===== config.mk =====
export PLATFORM = sky130hd
export DESIGN_NAME = seq_divider_flat
export DESIGN_NICKNAME = d
export VERILOG_FILES = /design/src/rtl/seq_divider_if.sv /design/src/rtl/seq_divider.sv /design/src/flat_wrapper.sv
export SDC_FILE = /design/constraint.sdc
export NUM_CORES = 1
export LEC_CHECK = 0
export BUFFER_PORTS_ARGS = -buffer_cell sky130_fd_sc_hd__buf_4
export CORE_MARGIN = 1
export CORE_UTILIZATION = 45
export DETAILED_ROUTE_END_ITERATION = 10
export GPL_ROUTABILITY_DRIVEN = 0
export HOLD_SLACK_MARGIN = 0.06
export MAX_ROUTING_LAYER = met4
export PLACE_DENSITY_LB_ADDON = 0.05
export SLEW_MARGIN = 20
export SYNTH_ARGS = -nofsm -noshare
export SYNTH_HDL_FRONTEND = slang
export SYNTH_SLANG_ARGS = --single-unit

===== constraint.sdc =====
create_clock -name clk -period 4.47 [get_ports clk]
set_input_delay 0.2235 -clock clk [delete_from_list [all_inputs] [get_ports clk]]
set_output_delay 0.2235 -clock clk [all_outputs]
set_load 0.05 [all_outputs]

===== src/rtl/seq_divider_if.sv =====
// Operand/result bundle for the sequential divider: start/busy/done handshake plus data.
interface seq_divider_if #(parameter int WIDTH = 8);
    logic             start;
    logic [WIDTH-1:0] x;
    logic [WIDTH-1:0] y;
    logic             busy;
    logic             done;
    logic [WIDTH-1:0] q;
    logic [WIDTH-1:0] r;
    logic             dbz;

    modport master (output start, x, y, input busy, done, q, r, dbz);
    modport slave  (input start, x, y, output busy, done, q, r, dbz);
endinterface


===== src/rtl/seq_divider.sv =====
// Unsigned restoring divider, one quotient bit per clock, start/busy/done handshake.
//   state  | meaning
//   S_IDLE | waiting for start; results from the last operation held
//   S_RUN  | one restoring step per edge, counter counts down to 0
//   S_DONE | single-cycle done pulse; a start here is accepted
module seq_divider #(
    parameter int WIDTH = 8
) (
    input  logic         clk,
    input  logic         rst,
    seq_divider_if.slave bus
);
    localparam int CW = $clog2(WIDTH);

    typedef enum logic [1:0] {S_IDLE, S_RUN, S_DONE} state_t;

    state_t           state, state_nxt;
    logic [CW-1:0]    cnt;
    logic [WIDTH-1:0] rem, dvd, dvs;
    logic [WIDTH-1:0] q_r, r_r;
    logic             dbz_r;

    logic             accept, y_zero, neg;
    logic [WIDTH:0]   sh, trial;
    logic [WIDTH-1:0] rem_nxt, dvd_nxt;

    assign y_zero = (bus.y == '0);

    always_ff @(posedge clk) begin
        if (rst) state <= S_IDLE;
        else     state <= state_nxt;
    end

    always_comb begin
        state_nxt = state;
        accept    = 1'b0;
        case (state)
            S_RUN: begin
                if (cnt == '0) state_nxt = S_DONE;
            end
            default: begin
                accept = bus.start;
                if (bus.start) state_nxt = y_zero ? S_DONE : S_RUN;
                else           state_nxt = S_IDLE;
            end
        endcase
    end

    // The partial remainder is always below the divisor, so bit WIDTH of
    // the trial difference is a reliable borrow flag.
    always_comb begin
        sh      = {rem, dvd[WIDTH-1]};
        trial   = sh - {1'b0, dvs};
        neg     = trial[WIDTH];
        rem_nxt = neg ? sh[WIDTH-1:0] : trial[WIDTH-1:0];
        dvd_nxt = {dvd[WIDTH-2:0], ~neg};
    end

    always_ff @(posedge clk) begin
        if (rst) begin
            cnt   <= '0;
            rem   <= '0;
            dvd   <= '0;
            dvs   <= '0;
            q_r   <= '0;
            r_r   <= '0;
            dbz_r <= 1'b0;
        end else if (accept) begin
            if (y_zero) begin
                q_r   <= '1;
                r_r   <= bus.x;
                dbz_r <= 1'b1;
            end else begin
                dvd <= bus.x;
                dvs <= bus.y;
                rem <= '0;
                cnt <= CW'(WIDTH - 1);
            end
        end else if (state == S_RUN) begin
            rem <= rem_nxt;
            dvd <= dvd_nxt;
            cnt <= cnt - CW'(1);
            if (cnt == '0) begin
                q_r   <= dvd_nxt;
                r_r   <= rem_nxt;
                dbz_r <= 1'b0;
            end
        end
    end

    assign bus.busy = (state == S_RUN);
    assign bus.done = (state == S_DONE);
    assign bus.q    = q_r;
    assign bus.r    = r_r;
    assign bus.dbz  = dbz_r;
endmodule


===== src/flat_wrapper.sv =====
// flat-port wrapper written by rule: the top's interface ports become plain ports
module seq_divider_flat 
#(
    parameter int WIDTH = 8
)
  (clk, rst, bus_start, bus_x, bus_y, bus_busy, bus_done, bus_q, bus_r, bus_dbz);
  seq_divider_if #(.WIDTH(WIDTH)) bus_i ();
  input  logic clk;
  input  logic rst;
  input wire logic [$bits(bus_i.start)-1:0] bus_start;
  input wire logic [$bits(bus_i.x)-1:0] bus_x;
  input wire logic [$bits(bus_i.y)-1:0] bus_y;
  output wire logic [$bits(bus_i.busy)-1:0] bus_busy;
  output wire logic [$bits(bus_i.done)-1:0] bus_done;
  output wire logic [$bits(bus_i.q)-1:0] bus_q;
  output wire logic [$bits(bus_i.r)-1:0] bus_r;
  output wire logic [$bits(bus_i.dbz)-1:0] bus_dbz;
  assign bus_i.start = bus_start;
  assign bus_i.x = bus_x;
  assign bus_i.y = bus_y;
  assign bus_busy = bus_i.busy;
  assign bus_done = bus_i.done;
  assign bus_q = bus_i.q;
  assign bus_r = bus_i.r;
  assign bus_dbz = bus_i.dbz;
  seq_divider #(.WIDTH(WIDTH)) u_core (.clk(clk), .rst(rst), .bus(bus_i));
endmodule

==> results.yml <==
clock_network:
  clk_latency_ns: 0.30
  cts_setup_buffers: 0
  cts_hold_repair.buffers: 0
  tritoncts.num_buffers: 5
  clock_sink_count: 46
  tritoncts: "yes"
  h-tree-depth: 2
  clock_pin_slew_reported_for_the_worst_setup_and_hold_paths_after_clock_tree_synthesis_ns: 0.09
  clk_path_buf_depth: 2
  postCtsResizedCells: 0
  clock-root-buffer: "clkbuf_8"
route:
  drtPass1Iterations: 4
  routed_wirelength_um: 5560
  detailroute.via_count: 2143
  drc_errors: 0
  drt_iter0_drc: 77
  via_to_cell_ratio: 5.49
  post_drt_wl_per_cell_um: 14.3
  ant_nets: 0
critical_path:
  critical_path_end: "u_core.bus.r[2]"
  worstPathRequired_ns: 4.72
  count_of_cells_along_the_worst_register_to_register_path: 10
  timing.critical_path.slowest_cell_delay_ns: 0.60
  critPathMostFrequentCell: "inv_1"
  worstSetupStartpointType: "flop"
  setup.reg_to_reg.worst_slack_ns: 1.58
  endpoint_class_of_the_critical_path: "flop"
  reg2reg_from: "u_core.dvd[7]"
  worst_setup_path_startpoint: "u_core.dvd[7]"
  slowest_stage: "or4b_1"
  critical_path_peak_fanout: 12
  crit-reg2reg-capture: "u_core.bus.r[2]"
  critPathArrivalTime_ns: 3.13
  crit_chain: "inv_1, ha_1, inv_1, fa_1, a211oi_1, nor3_2, mux2_2, nand2_1, or4b_1, nand3_1"
  setup.worst_path.class: "flop to flop"
yosys:
  synth_compound_area_frac: 0.207
  synth.distinct_cells: 48
  netlist_top_cells_area: "dfxtp_1, nand2_1, nor2_1, ha_1, a211oi_1"
  muxShareOfSynthArea: 0.0258
  main_combinational_cell_family_by_area_after_synthesis: "simple AND/OR/NAND/NOR gates"
  synth.yosys.seq_area_share: 0.388
  synth.ff_latch_count: 46
  syn-cell-area_um2: 2370
  synth_top_area_share: 0.388
  synth-adder-area-share: 0.0611
  synth_area_per_cell_um2: 8.21
  synthFlopType: "dfxtp_1"
  synthXorXnorAreaFrac: 0.0258
  synth_top_cell_by_area: "dfxtp_1"
  synth_simple_gate_area_frac: 0.241
  count_of_flip_flops_with_a_built_in_enable_after_synthesis: 0
  ys_warn_count: 0
  syn_inst: 289
  synth_nets: 319
  asyncSetResetFlopFracSynth: 0
outcome:
  run_status: "finished, final reports clean"
finish:
  area_delta_synth_final_pct: 17.9
  post_route_cells_drive_above_1_share: 0.166
  stdcell_count: 390
  post-route-cell-area_um2: 2800
  utilization: 0.548
  final_net_count: 350
  diodes: 0
die:
  die_area_um2: 5570
  start_util: 0.465
  core_area_um2: 5110
  die_w_um: 74.6
  die_h_um: 74.6
  row_count: 26
  i_o_pin_count: 38
sta:
  fin_crit_sh: 0.646
  grt_setup_unrepaired: "no"
  final-hold-violation-count: 0
  finalSetupTns_ns: 0
  worst_clock_skew_ns: 0.00907
  fin_crit_ns: 2.89
  worst_pin_slew_ns: 0.723
  slew_viol_final: 0
  slew_headroom: 0.516
  setup-violations-final: 0
  fmax_ghz: 0.346
global_route:
  antenna_found_initial: 0
  grt_first_pass_wirelength_um: 9160
  gr-total-overflow: 0
  number_of_global_route_vias_before_repair: 1904
  grt_start_max_net_pins: 33
  grt_use_total: 0.223
min_path:
  hold_path_class: "primary input to flop"
power_and_ir_drop:
  total_power_mw: 1.20
  power.density_nw_per_um2: 429
  peakVddDrop_mv: 0.158
  leakagePower_nw: 1.14
placement:
  hpwl_um: 4030
  place.port_buffers: 37
  dpl_cell_area_um2: 2690
  place.detailed.instances: 383
job:
  max-cap-violations: 0
## synth_stat cells (2+ instances only)
library cell	n
dfxtp_1	46
nand2_1	46
nor2_1	35
o21ai_0	15
inv_1	13
a211oi_1	11
clkbuf_1	11
a21oi_1	10
ha_1	10
a311oi_1	8
nand3_1	8
a21o_1	7
mux2i_1	5
a31oi_1	4
nor2b_1	4
nor4_1	4
or3_1	4
or4b_1	4
xor2_1	4
xnor2_1	3
a22o_1	2
a22oi_1	2
a311o_1	2
and2_1	2
buf_4	2
nand2b_1	2
nand4_1	2
o21a_1	2
o21bai_1	2
## registers in the layout, indices dropped and copies added, names as in the netlist
register / flops
u_core.dvs: 8
u_core.bus.q: 8
u_core.rem: 8
u_core.dvd: 8
u_core.bus.r: 8
u_core.bus.dbz: 1
u_core.cnt: 3
u_core.state: 2
## critical path: cells and delay by family, from the launching register on
kind            cells  cell delay [ns]
fa+ha+maj           2             0.57
buf+inv             2             0.14
flops               1             0.34
simple gates        4             1.10
compound gates      1             0.41
mux                 1             0.28
## layer usage
layer  vias to the layer above  part of all wire  global-route usage
li1                       1089                 -                   -
met1                       998              0.49               0.299
met2                        49              0.46               0.348
met3                         7             0.034              0.0361
met4                         0             0.012              0.0629
met5                         -                 0                   -
## per-stage QoR
stage / hold WS, ns / setup WS, ns
finish: 0.172 / 1.58
global route: 0.175 / 1.39
CTS: 0.170 / 1.61
detailed placement: 0.451 / 1.64
global placement: 0.445 / 1.69
floorplan: 0.359 / 2.03
## cells in the final DEF, fill, tap and decap left out, drive strengths merged, types with 2 or more instances in the layout
cell and instances:
o21ai 15, xor2 4, nor2b 4, clkbuf 6, and2 3, buf 39
nor2 35, a22o 2, nand4 2, o21a 2, ha 10, mux2i 5
nor4 4, o21bai 2, nand3 8, dfxtp 46, or3 4, nor3 2
nand2b 3, a22oi 2, a311o 2, a31oi 4, a211oi 11, inv 13
or4b 4, a311oi 8, a21o 7, xnor2 3, a21oi 10, nand2 46
## area by class of cell
class                   count  area (um^2)
inverters                  13         48.8
fillers                   510         2310
multi-input cells         215         1340
repair buffers             39          293
clock buffers               6         82.6
clock inverters             1         30.0
well taps                  70         87.6
flip-flops and latches     46          921
## worst min path at each step
stage | slack, ns | startpoint | cells after the start | endpoint
global placement | 0.45 | u_core.dvs[7] | 2 | u_core.dvs[7]
floorplan | 0.36 | bus_y[3] | 2 | u_core.dvs[3]
global route | 0.17 | bus_y[4] | 3 | u_core.dvs[4]
CTS | 0.17 | bus_y[4] | 3 | u_core.dvs[4]
detailed placement | 0.45 | u_core.dvs[5] | 2 | u_core.dvs[5]
finish | 0.17 | bus_y[4] | 3 | u_core.dvs[4]
## power breakdown
part           total [mW]  internal, mW  switching (mW)
combinational       0.404         0.147           0.257
clock               0.319         0.179           0.140
sequential          0.477         0.449          0.0281
## logic make-up after synthesis
| family | after synthesis |
|---|---|
| simple gates | 120 |
| compound gates | 71 |
| flops | 46 |
| buf+inv | 28 |
| fa+ha+maj | 11 |
| xor+xnor | 7 |
| mux | 6 |
Power figures use the tool's default switching activity.
